File: src/rtl/uart_rx_arbiter.sv
// uart_rx_arbiter: per-channel byte FIFOs drained round-robin into one
// registered valid/ready stream. Define UART_RX_ARB_CNT_EN for byte_cnt.
module uart_rx_arbiter #(
  parameter int NUM_CH = 4,
  parameter int DATA_W = 8,
  parameter int DEPTH  = 4
) (
  input  logic                       clk,
  input  logic                       rst_n,
  input  logic [NUM_CH*DATA_W-1:0]   rx_data,
  input  logic [NUM_CH-1:0]          rx_received,
  output logic [DATA_W-1:0]          out_data,
  output logic [$clog2(NUM_CH)-1:0]  out_ch,
  output logic                       out_valid,
  input  logic                       out_ready,
  output logic [NUM_CH-1:0]          ovr_flag,
  input  logic [NUM_CH-1:0]          ovr_clr,
`ifdef UART_RX_ARB_CNT_EN
  output logic [NUM_CH*16-1:0]       byte_cnt,
`endif
  output logic [NUM_CH-1:0]          fifo_empty
);

  localparam int CH_W  = $clog2(NUM_CH);
  localparam int PTR_W = $clog2(DEPTH);
  localparam int CNT_W = PTR_W + 1;

  typedef enum logic {EMPTY, HOLD} state_t;

  state_t state;

  logic [DATA_W-1:0] mem [NUM_CH][DEPTH];
  logic [PTR_W-1:0]  wptr [NUM_CH];
  logic [PTR_W-1:0]  rptr [NUM_CH];
  logic [CNT_W-1:0]  cnt  [NUM_CH];

  logic [NUM_CH-1:0] full;
  logic [NUM_CH-1:0] nonempty;
  logic [NUM_CH-1:0] push;
  logic [NUM_CH-1:0] pop;
  logic [NUM_CH-1:0] ovr_set;

  logic              load;
  logic              any_ne;
  logic [CH_W-1:0]   grant;
  logic [CH_W-1:0]   rr_last;
  logic [DATA_W-1:0] head;

  assign out_valid = (state == HOLD);
  assign load      = !out_valid || out_ready;
  assign head      = mem[grant][rptr[grant]];

  always_comb begin
    full     = '0;
    nonempty = '0;
    for (int i = 0; i < NUM_CH; i++) begin
      full[i]     = (cnt[i] == CNT_W'(DEPTH));
      nonempty[i] = (cnt[i] != '0);
    end
  end

  assign fifo_empty = ~nonempty;

  // Scan rr_last+1 .. rr_last+NUM_CH, wrapping; first non-empty wins.
  always_comb begin
    logic [CH_W:0] sum;
    logic [CH_W-1:0] c;
    grant  = '0;
    any_ne = 1'b0;
    sum    = '0;
    c      = '0;
    for (int k = 1; k <= NUM_CH; k++) begin
      sum = {1'b0, rr_last} + (CH_W+1)'(k);
      if (sum >= (CH_W+1)'(NUM_CH))
        sum = sum - (CH_W+1)'(NUM_CH);
      c = sum[CH_W-1:0];
      if (!any_ne && nonempty[c]) begin
        any_ne = 1'b1;
        grant  = c;
      end
    end
  end

  // A pop at the same edge frees the slot, so a full FIFO still accepts.
  always_comb begin
    pop     = '0;
    push    = '0;
    ovr_set = '0;
    for (int i = 0; i < NUM_CH; i++) begin
      pop[i]     = load && any_ne && (grant == CH_W'(i));
      push[i]    = rx_received[i] && (!full[i] || pop[i]);
      ovr_set[i] = rx_received[i] && full[i] && !pop[i];
    end
  end

  always_ff @(posedge clk) begin
    for (int i = 0; i < NUM_CH; i++)
      if (push[i])
        mem[i][wptr[i]] <= rx_data[i*DATA_W +: DATA_W];
  end

  always_ff @(posedge clk or negedge rst_n) begin
    if (!rst_n) begin
      for (int i = 0; i < NUM_CH; i++) begin
        wptr[i] <= '0;
        rptr[i] <= '0;
        cnt[i]  <= '0;
      end
    end else begin
      for (int i = 0; i < NUM_CH; i++) begin
        if (push[i])
          wptr[i] <= wptr[i] + 1'b1;
        if (pop[i])
          rptr[i] <= rptr[i] + 1'b1;
        if (push[i] && !pop[i])
          cnt[i] <= cnt[i] + 1'b1;
        else if (!push[i] && pop[i])
          cnt[i] <= cnt[i] - 1'b1;
      end
    end
  end

  always_ff @(posedge clk or negedge rst_n) begin
    if (!rst_n) begin
      state    <= EMPTY;
      out_data <= '0;
      out_ch   <= '0;
      rr_last  <= CH_W'(NUM_CH - 1);
    end else if (load) begin
      if (any_ne) begin
        state    <= HOLD;
        out_data <= head;
        out_ch   <= grant;
        rr_last  <= grant;
      end else begin
        state    <= EMPTY;
      end
    end
  end

  always_ff @(posedge clk or negedge rst_n) begin
    if (!rst_n)
      ovr_flag <= '0;
    else
      ovr_flag <= (ovr_flag & ~ovr_clr) | ovr_set;
  end

`ifdef UART_RX_ARB_CNT_EN
  always_ff @(posedge clk or negedge rst_n) begin
    if (!rst_n) begin
      byte_cnt <= '0;
    end else begin
      for (int i = 0; i < NUM_CH; i++)
        if (push[i])
          byte_cnt[i*16 +: 16] <= byte_cnt[i*16 +: 16] + 16'd1;
    end
  end
`endif

endmodule
File: config.mk
export PLATFORM = sky130hd
export DESIGN_NAME = uart_rx_arbiter
export DESIGN_NICKNAME = d
export VERILOG_FILES = /design/src/rtl/uart_rx_arbiter.sv
export SDC_FILE = /design/constraint.sdc
export NUM_CORES = 1
export LEC_CHECK = 0
export BUFFER_PORTS_ARGS = -buffer_cell sky130_fd_sc_hd__buf_2
export CAP_MARGIN = 20
export CORE_MARGIN = 2
export CORE_UTILIZATION = 60
export DETAILED_ROUTE_END_ITERATION = 12
export MAX_ROUTING_LAYER = met4
export PLACE_DENSITY = 0.87
export SYNTH_ARGS = -nofsm -noshare
export SYNTH_HDL_FRONTEND = slang
export SYNTH_SLANG_ARGS = --single-unit
File: constraint.sdc
create_clock -name clk -period 3.7 [get_ports clk]
set_input_delay 0.37 -clock clk [delete_from_list [all_inputs] [get_ports clk]]
set_output_delay 0.37 -clock clk [all_outputs]
set_load 0.05 [all_outputs]
# After elaboration in Yosys (flattened, before gate mapping)
# Memory sizes are Yosys's and may differ from the RTL's.
# Cells that the tools add are included.
totals:
  register_bits: 45
  ramBits: 128
  output_inout_bits: 19
  word_cells: 191
  mem_count: 1
mem_list:
  columns: ["name", "depth", "word_bits", "rd", "rd_clocked_by_memory_dff", "wr", "line_no", "text"]
  rows:
  - ["mem", 4, 32, 1, 0, 4, "32", "logic [DATA_W-1:0] mem [NUM_CH][DEPTH];"]
classes:
  addsub: 24
  magnitude_cmp: 18
  eq_ne: 7
  muxes: 51
  bitwise: 10
  reduce_logical: 63
ops:
  columns: ["cell", "count"]
  rows:
  - ["$mux W32", 4]
  - ["$demux W8 S2", 4]
  - ["$mux W8", 6]
  - ["$logic_and A1 B1 Y1", 32]
  - ["$ge A3 B3 Y1 const B", 10]
  - ["$mux W3", 8]
  - ["$mux W2", 10]
  - ["$not A2 Y3", 6]
  - ["$add A2 B1 Y2 const B", 8]
  - ["$bmux W8 S2", 1]
  - ["$logic_not A1 Y1", 16]
  - ["$mux W1", 13]
  - ["$add A3 B1 Y3 const B", 4]
  - ["$eq A3 B3 Y1 const B", 4]
  - ["$lt A2 B3 Y1 const B", 4]
  - ["$lt A3 B1 Y1 const B", 4]
  - ["$reduce_bool A3 Y1", 4]
  - ["$sub A3 B1 Y3 const B", 4]
  - ["$bmux W1 S2", 4]
  - ["$not A4 Y4", 2]
  - ["$reduce_bool A2 Y1", 4]
  - ["$sub A2 B1 Y2 const B", 4]
  - ["$add A2 B2 Y3 const B", 2]
  - ["$logic_or A1 B1 Y1", 5]
  - ["9 further kinds", 10]

# Logic depth before layout (Yosys ltp)
# Gate-level depths: netlist of run 1.
depth:
  depth_word: 23
  depth_mapped: 14
  depth_no_buf: 13

# Worst setup path before layout of run 1
# No wires, ideal clock.
synth_timing:
  path_kind: "register -> register"
  start: "register cnt[5] in the netlist's numbering"
  end: "register cnt[8] in the netlist's numbering"
  setup_ns: 0.079
  t_arrival_ns: 3.962
  required_ns: 3.621
  path_slack_ns: -0.342
  stages_incl_launch_ff: 14
  n_path_buf: 1
  synth_period_minus_slack_ns: 4.042
  path_cell_list: "dfrtp_1 -> nor3_1 -> o21ai_0 -> a21oi_1 -> or3_1 -> buf_2 -> nand3_1 -> a31oi_4 -> ha_1 -> inv_1 -> fa_1 -> xor2_1 -> nor2_1 -> xor2_1"
synth_via:
  elab_chain_cells: 20
synth_lines:
  columns: ["element", "line_no", "text"]
  rows:
  - ["start: declaration", "35", "logic [CNT_W-1:0] cnt [NUM_CH];"]
  - ["start signal: indexed assignment", "116", "cnt[i] <= cnt[i] + 1'b1;"]
  - ["start signal: indexed assignment", "118", "cnt[i] <= cnt[i] - 1'b1;"]
  - ["$reduce_bool A3 Y1 (*)", "58", "nonempty[i] = (cnt[i] != '0);"]
  - ["$bmux W1 S2", "77", "if (!any_ne && nonempty[c]) begin"]
  - ["$mux W1 (implied by the code)", "77", null]
  - ["$mux W1", "77", null]
  - ["$logic_not A1 Y1", "77", null]
  - ["$logic_and A1 B1 Y1", "77", null]
  - ["$mux W1", "77", null]
  - ["$logic_not A1 Y1", "77", null]
  - ["[5 not listed]", null, null]
  - ["$eq A2 B1 Y1 / $logic_and A1 B1 Y1 (equally long branches)", "90", "pop[i] = load && any_ne && (grant == CH_W'(i));"]
  - ["$logic_and A1 B1 Y1 (*)", "90", null]
  - ["$logic_or A1 B1 Y1 (*)", "91", "push[i] = rx_received[i] && (!full[i] || pop[i]);"]
  - ["$logic_and A1 B1 Y1 (*)", "91", null]
  - ["named net push[1]", "39", "logic [NUM_CH-1:0] push;"]
  - ["$logic_not A1 Y1", "117", "else if (!push[i] && pop[i])"]
  - ["$logic_and A1 B1 Y1", "117", null]
  - ["$reduce_bool A2 Y1 (no source line)", null, null]
# Mark *: on every way through the listed nets, which the timed path passes. The rest lies on a longest branch. The select of a mux whose other input is x is not followed.
# A chain may end at the register's enable or synchronous reset.

# Final worst setup path of run 1
layout_timing:
  start: "register cnt[8] in the netlist's numbering"
  end: "register cnt[5] in the netlist's numbering"
layout_via:
  elab_chain_cells: 20
layout_lines:
  columns: ["element", "line_no"]
  rows:
  - ["$reduce_bool A3 Y1 (*)", "58"]
  - ["$bmux W1 S2", "77"]
  - ["$mux W1 (implied by the code)", "77"]
  - ["$mux W1", "77"]
  - ["$logic_not A1 Y1", "77"]
  - ["$logic_and A1 B1 Y1", "77"]
  - ["$mux W1", "77"]
  - ["$logic_not A1 Y1", "77"]
  - ["[5 not listed]", null]
  - ["$eq A2 B2 Y1 / $logic_and A1 B1 Y1 (equally long branches)", "90"]
  - ["$logic_and A1 B1 Y1 (*)", "90"]
  - ["$logic_or A1 B1 Y1 (*)", "91"]
  - ["$logic_and A1 B1 Y1 (*)", "91"]
  - ["named net push[2]", "39"]
  - ["$logic_not A1 Y1", "117"]
  - ["$logic_and A1 B1 Y1", "117"]
  - ["$reduce_bool A2 Y1 (no source line)", null]
# Marks and branches as above.

==> metrics, run 1 <==
normalized max-slew margin=between 50 and 60%; IO buf count=slightly above 60; initial antenna violation count=1; largest net degree at the start of global routing=67; TritonCTS clock tree=built; non-filler cells, final=roughly 830; via count=between 4000 and 5000; cts bufs inserted=17; fin. max-slew vios=0; fill count=824; starting density of the core=between 60% and 70%; total core area=between 0.01 and 0.015 mm²; async set-reset flop share out of synthesis=between 20% and 30%; CP peak stage delay=slightly above 0.5 ns; NumNets Final=710; # DRC=0; ranking of synthesized cells by area=edfxtp_1 (51%), dfrtp_1 (14%), nand2_1 (5.6%); sequential fraction of the synthesis area=between 60% and 70%; Setup Total Neg Slack=0 ns; CP max FO=8; Yosys cell types=44; Final Core Density=roughly 71%; CTS sink count=around 170; CP Buf/Inv Count=1; first-pass GRT wire length=roughly 25000 µm; Hold Path Class=in -> reg; Clock Latency Late Sink=roughly 0.43 ns; min setup slack post-route=0.215 ns; clock buffer depth=2; DR vias/cell=between 5 and 6; Placed Cells=790; count leader, synth=edfxtp_1; crit-path most repeated cell=xor2_1; root buf cell=clkbuf_16; Critical Path Slowest Stage Cell=or3_1; post-synthesis cell area=about 0.0075 mm²; WP data required=~4 ns; Worst Clk Skew=0.00780 ns; H-tree Lvls=4; CP Launch Type=register; Yosys warnings=0; Post-Syn Nets=652; # IOs=between 60 and 70; clk slew on worst S/H paths=around 0.060 ns; vias in the first global route=4982; fin crit share=94.2%; fraction of layout cells with a size suffix above 1=between 10% and 20%; Final min period=roughly 3.5 ns; die area=roughly 0.013 mm²; Routed WL=approximately 16000 µm; ys flop type=edfxtp_1; global route total overflow=0; Crit. End Element=register; synth cell count leaders=edfxtp_1 (128), nand2_1 (113), dfrtp_1 (43); EDFF count, synth=128; Synth Area per Inst=12.9 µm²; Rows=40; height of the die=about 120 µm; flops & latches, synth=between 150 and 200; top cell type's share of synthesized area=between 50% and 60%; Worst EP arrival=between 3 and 4 ns; Setup-failing EPs final=0; Hold Violations, Final=0; First DRT Iteration DRCs=between 400 and 500; status=finished clean; Die W=roughly 120 µm; Mapped Cells=between 500 and 600; GRT Total Usage=~27%; HPWL Detailed=around 11000 µm; Cell Chain, Critical Path=or3_1, o211ai_1, nand4_1, nor2_4, nand2_1, a31oi_4, ha_1, inv_1, fa_1, xor2_1, nor2_1, xor2_1; largest area contributor in the netlist=edfxtp_1; RSZ-0062 raised after global routing=no; GP Congestion=between 0.8 and 0.9; Max Clk Rate=287 MHz; P&R area growth vs syn=14.6%; drt wl/cell=19.8 µm; Placement Setup Slack=between 0.2 and 0.25 ns; Worst Max-Slew Pin Slew=between 0.6 and 0.7 ns; Max Cap Violations=0; critical path class=reg -> reg; Antenna Nets Post-Route=0; drt pass-1 iters=6; CP delay by family, top=simple AND/OR/NAND/NOR gates
[routing by layer]
layer  vias to the layer above  routed length (µm)  global-route usage (%)  part of all wire (%)
met5                         -                   0                       -                     0
met4                         0                 461                    10.3                   2.8
met3                        41                 976                    6.96                   6.0
met2                       175                8600                    45.7                    53
met1                      2391                6270                    31.1                    38
li1                       2211                   -                       -                     -
[path summary, 6_finish.rpt]
kind | start | end | slack, ns | cells after the start
worst max register to register | cnt[8] | cnt[5] | 0.22 | 12
worst min-delay path | ovr_clr[0] | ovr_flag[0] | 0.12 | 2
worst min register to register | rptr[5] | rptr[5] | 0.47 | 1
worst max-delay path | cnt[8] | cnt[5] | 0.22 | 12
min in group asynchronous | rst_n | out_data[1] | 0.31 | 2
max in group asynchronous | rst_n | rr_last[1] | 2.85 | 3
[timing repair]
action	in CTS	in global routing
buffers inserted	0	0
gates resized for setup	0	2
endpoints found under the hold margin	0	5
endpoints found under the setup margin	0	3
hold buffers	0	1
[cells in the final DEF (no fill, tap or decap), types with 2 or more instances in the layout]
| cell | count |
|---|---|
| o21ai_0 | 9 |
| mux2i_1 | 3 |
| and2_1 | 17 |
| buf_4 | 6 |
| nor2_1 | 13 |
| buf_2 | 61 |
| clkbuf_1 | 6 |
| o211ai_1 | 9 |
| or3_1 | 3 |
| and3_1 | 8 |
| a21o_1 | 2 |
| ha_1 | 20 |
| a21oi_1 | 35 |
| mux2_2 | 5 |
| clkbuf_16 | 17 |
| edfxtp_1 | 128 |
| xnor2_1 | 16 |
| bufinv_16 | 6 |
| nand3_1 | 38 |
| xor2_1 | 8 |
| nor2_4 | 2 |
| clkinv_2 | 2 |
| dfstp_2 | 2 |
| dfrtp_1 | 43 |
| a221oi_2 | 9 |
| fa_1 | 4 |
| a221oi_1 | 7 |
| o21ai_1 | 8 |
| nand4_1 | 7 |
| nand2_1 | 113 |
| a31oi_4 | 3 |
| mux2i_2 | 2 |
| inv_1 | 23 |
| a31oi_1 | 8 |
[cell families after synthesis]
group,Yosys count,share of synthesized area (%)
AND/OR/NAND/NOR,206,12.6
flip-flops,173,66.0
AO/OA/AOI/OAI,94,9.15
buffers and inverters,53,3.34
XOR/XNOR,24,2.79
adder cells (fa/ha/maj),24,4.38
multiplexers,11,1.81
[layout make-up]
type,count,area (µm²),share of cell area [%]
Timing Repair Buffer,69,380,4.40
Sequential cell,173,4970,57.6
Tap cell,168,210,2.43
Clock inverter,8,190,2.20
Clock buffer,24,462,5.35
Inverter,23,86.3,1.00
Multi-Input combinational cell,359,2330,27.0
Antenna cell,1,2.50,0.0290
[registers in the layout, indices dropped and copies added (netlist names)]
name,flops
out_data,8
mem,128
cnt,12
rptr,8
wptr,8
ovr_flag,4
out_ch,2
rr_last,2
out_valid,1
[stage by stage]
stage / instance area (µm²) / hold slack (ns)
floorplan: 7540 / 0.0744
global placement: 7940 / 0.461
detailed placement: 7940 / 0.462
CTS: 8600 / 0.108
global route: 8640 / 0.125
finish: 8640 / 0.119
Power of run 1 is not shown: default switching activity piles up to over one toggle a cycle in this logic, so the estimate is an artifact.
==> inputs of run 2 (changes only) <==
--- a/config.mk
+++ b/config.mk
@@ -7,7 +7,7 @@
 export LEC_CHECK = 0
 export BUFFER_PORTS_ARGS = -buffer_cell sky130_fd_sc_hd__buf_2
 export CAP_MARGIN = 20
-export CORE_MARGIN = 2
+export CORE_MARGIN = 1
 export CORE_UTILIZATION = 60
 export DETAILED_ROUTE_END_ITERATION = 12
 export MAX_ROUTING_LAYER = met4
==> run 2 against run 1 <==
Design area rose by 0.20%; critical endpoint unchanged; critical path type unchanged; critical path depth rose by 1; wire length rose by 2.4%; largest cell class unchanged.
==> metrics, run 2 (synthesized netlist as in run 1, its figures left out) <==
status=finished clean (unchanged); Setup-failing EPs final=0 (unchanged); clk slew on worst S/H paths=0.06 ns (about the same); Hold Violations, Final=0 (unchanged); Setup Total Neg Slack=0 ns (unchanged); fin. max-slew vios=0 (unchanged); Routed WL=16700 µm (was 16300 µm); total core area=0.0121 mm² (was 0.0122 mm²); CTS sink count=173 (unchanged); Worst Setup SP=cnt[8] (unchanged); CP peak stage delay=0.52 ns (was 0.51 ns); starting density of the core=62.2% (was 62.0%); root buf cell=clkbuf_16 (unchanged); Hold Path Class=in -> reg (unchanged); # IOs=62 (unchanged); Clock Latency Late Sink=0.43 ns (about the same); drt wl/cell=20.1 µm (was 19.8 µm); reg2reg end=cnt[5] (unchanged); RSZ-0062 raised after global routing=no (unchanged); initial antenna violation count=1 (unchanged); cts bufs inserted=17 (unchanged); Worst Max-Slew Pin Slew=0.551 ns (was 0.682 ns); area of the multi-input gates=0.00233 mm² (about the same); die area=0.0130 mm² (was 0.0135 mm²); via count=4831 (was 4818); H-tree Lvls=4 (unchanged); height of the die=114 µm (was 116 µm); GP Congestion=0.810 (was 0.847); global route total overflow=0 (unchanged); CP delay by family, top=simple AND/OR/NAND/NOR gates (unchanged); R2R setup slack=0.21 ns (was 0.22 ns); R2R depth=13 (was 12); normalized max-slew margin=63.3% (was 54.6%); Antenna Nets Post-Route=0 (unchanged); drt pass-1 iters=5 (was 6); Rows=40 (unchanged); Worst EP arrival=3.84 ns (was 3.79 ns); Worst Clk Skew=0.0145 ns (was 0.00780 ns); IO buf count=61 (unchanged); Die W=114 µm (was 116 µm); Crit. End Element=register (unchanged); largest net degree at the start of global routing=49 (was 67); max reg flops=128 (unchanged); P&R area growth vs syn=14.8% (was 14.6%); # DRC=0 (unchanged); Cell Chain, Critical Path=or3_1, inv_1, a211o_1, nand4_1, nor2_4, nand2_1, a31oi_4, ha_1, inv_1, fa_1, xor2_1, nor2_1, xor2_1 (was or3_1, o211ai_1, nand4_1, nor2_4, nand2_1, a31oi_4, ha_1, inv_1, fa_1, xor2_1, nor2_1, xor2_1); cell count along the critical path=13 (was 12); Final min period=3.49 ns (was 3.48 ns); CP max FO=8 (unchanged); TritonCTS clock tree=built (unchanged); most common cell after layout, fill and taps aside=edfxtp_1 (unchanged); fin crit share=94.2% (about the same); CP Launch Type=register (unchanged); Register Area=0.00497 mm² (unchanged); First DRT Iteration DRCs=430 (was 444); fill count=839 (was 824); DR vias/cell=5.81 (was 5.84); Post-CTS Setup Inserts=0 (unchanged); WP data required=4.05 ns (was 4.00 ns); critical path class=reg -> reg (unchanged); Max Cap Violations=0 (unchanged); RR Startpoint=cnt[8] (unchanged); Max Clk Rate=287 MHz (about the same); clock buffer depth=2 (unchanged); worst setup path endpoint=cnt[5] (unchanged); first-pass GRT wire length=25700 µm (was 25400 µm); vias in the first global route=4883 (was 4982); NumNets Final=717 (was 710); fraction of layout cells with a size suffix above 1=19.9% (was 19.1%); GRT Total Usage=28.4% (was 27.0%); most frequent cells in the layout=edfxtp_1 (128), nand2_1 (113), buf_2 (61) (unchanged); Critical Path Slowest Stage Cell=or3_1 (unchanged); CP Buf/Inv Count=2 (was 1); HPWL Detailed=11600 µm (was 11000 µm)
[run 2: changes by cell type in the layout (fill, tap and decap cells not counted)]
cell / delta
clkbuf_8: +1
a21boi_2: -1
bufinv_16: -2
clkbuf_1: -3
clkinv_2: +2
buf_12: +1
clkinv_1: +1
a21boi_1: +1
buf_4: +6
[run 2: how the worst min path moves through the flow]
stage / startpoint / endpoint / cells past startpoint
floorplan: rst_n / cnt[0] / 0
global placement: rptr[3] / rptr[3] / 1
detailed placement: out_ch[1] / out_ch[1] / 1
CTS: ovr_clr[3] / ovr_flag[3] / 2
global route: ovr_clr[2] / ovr_flag[2] / 2
finish: ovr_clr[3] / ovr_flag[3] / 2
[run 2: worst reg2reg max path: stages (launching register included)]
cell,delay [ns]
dfrtp_1,0.44
or3_1,0.52
inv_1,0.14
a211o_1,0.14
nand4_1,0.28
nor2_4,0.27
nand2_1,0.18
a31oi_4,0.33
ha_1,0.24
inv_1,0.06
fa_1,0.37
xor2_1,0.18
nor2_1,0.11
xor2_1,0.15
[run 2: layout make-up]
class	count	share of cell area [%]
Clock inverter	9	1.66
Clock buffer	22	5.36
Timing Repair Buffer	76	5.15
Multi-Input combinational cell	359	26.9
Tap cell	168	2.43
Sequential cell	173	57.5
Antenna cell	1	0.0289
Inverter	23	0.998
[run 2: routing by layer]
layer | track usage (%) | up-vias | routed length [µm]
met3 | 5.40 | 39 | 737
met1 | 31.8 | 2410 | 6490
met5 | - | - | 0
li1 | - | 2217 | -
met4 | 13.2 | 0 | 571
met2 | 49.4 | 165 | 8910
[run 2: per-stage QoR]
stage	instance area, µm²	utilization [%]	std cells	worst slack (ns)	hold slack [ns]
2_1_floorplan	7540	-	585	0.180	0.0744
3_3_place_gp	8010	66.1	797	0.447	0.460
3_5_place_dp	8010	66.1	797	0.203	0.472
4_1_cts	8620	71.1	828	0.200	0.0994
5_1_grt	8650	71.5	831	0.00698	0.103
6_report	8650	71.5	831	0.213	0.117
[run 2: what timing repair did]
item                       in CTS  in global routing
setup endpoints to repair       0                  1
gates resized for setup         0                  1
hold endpoints to repair        0                  5
hold buffers                    0                  1
Power of run 2 is left out for the same reason.
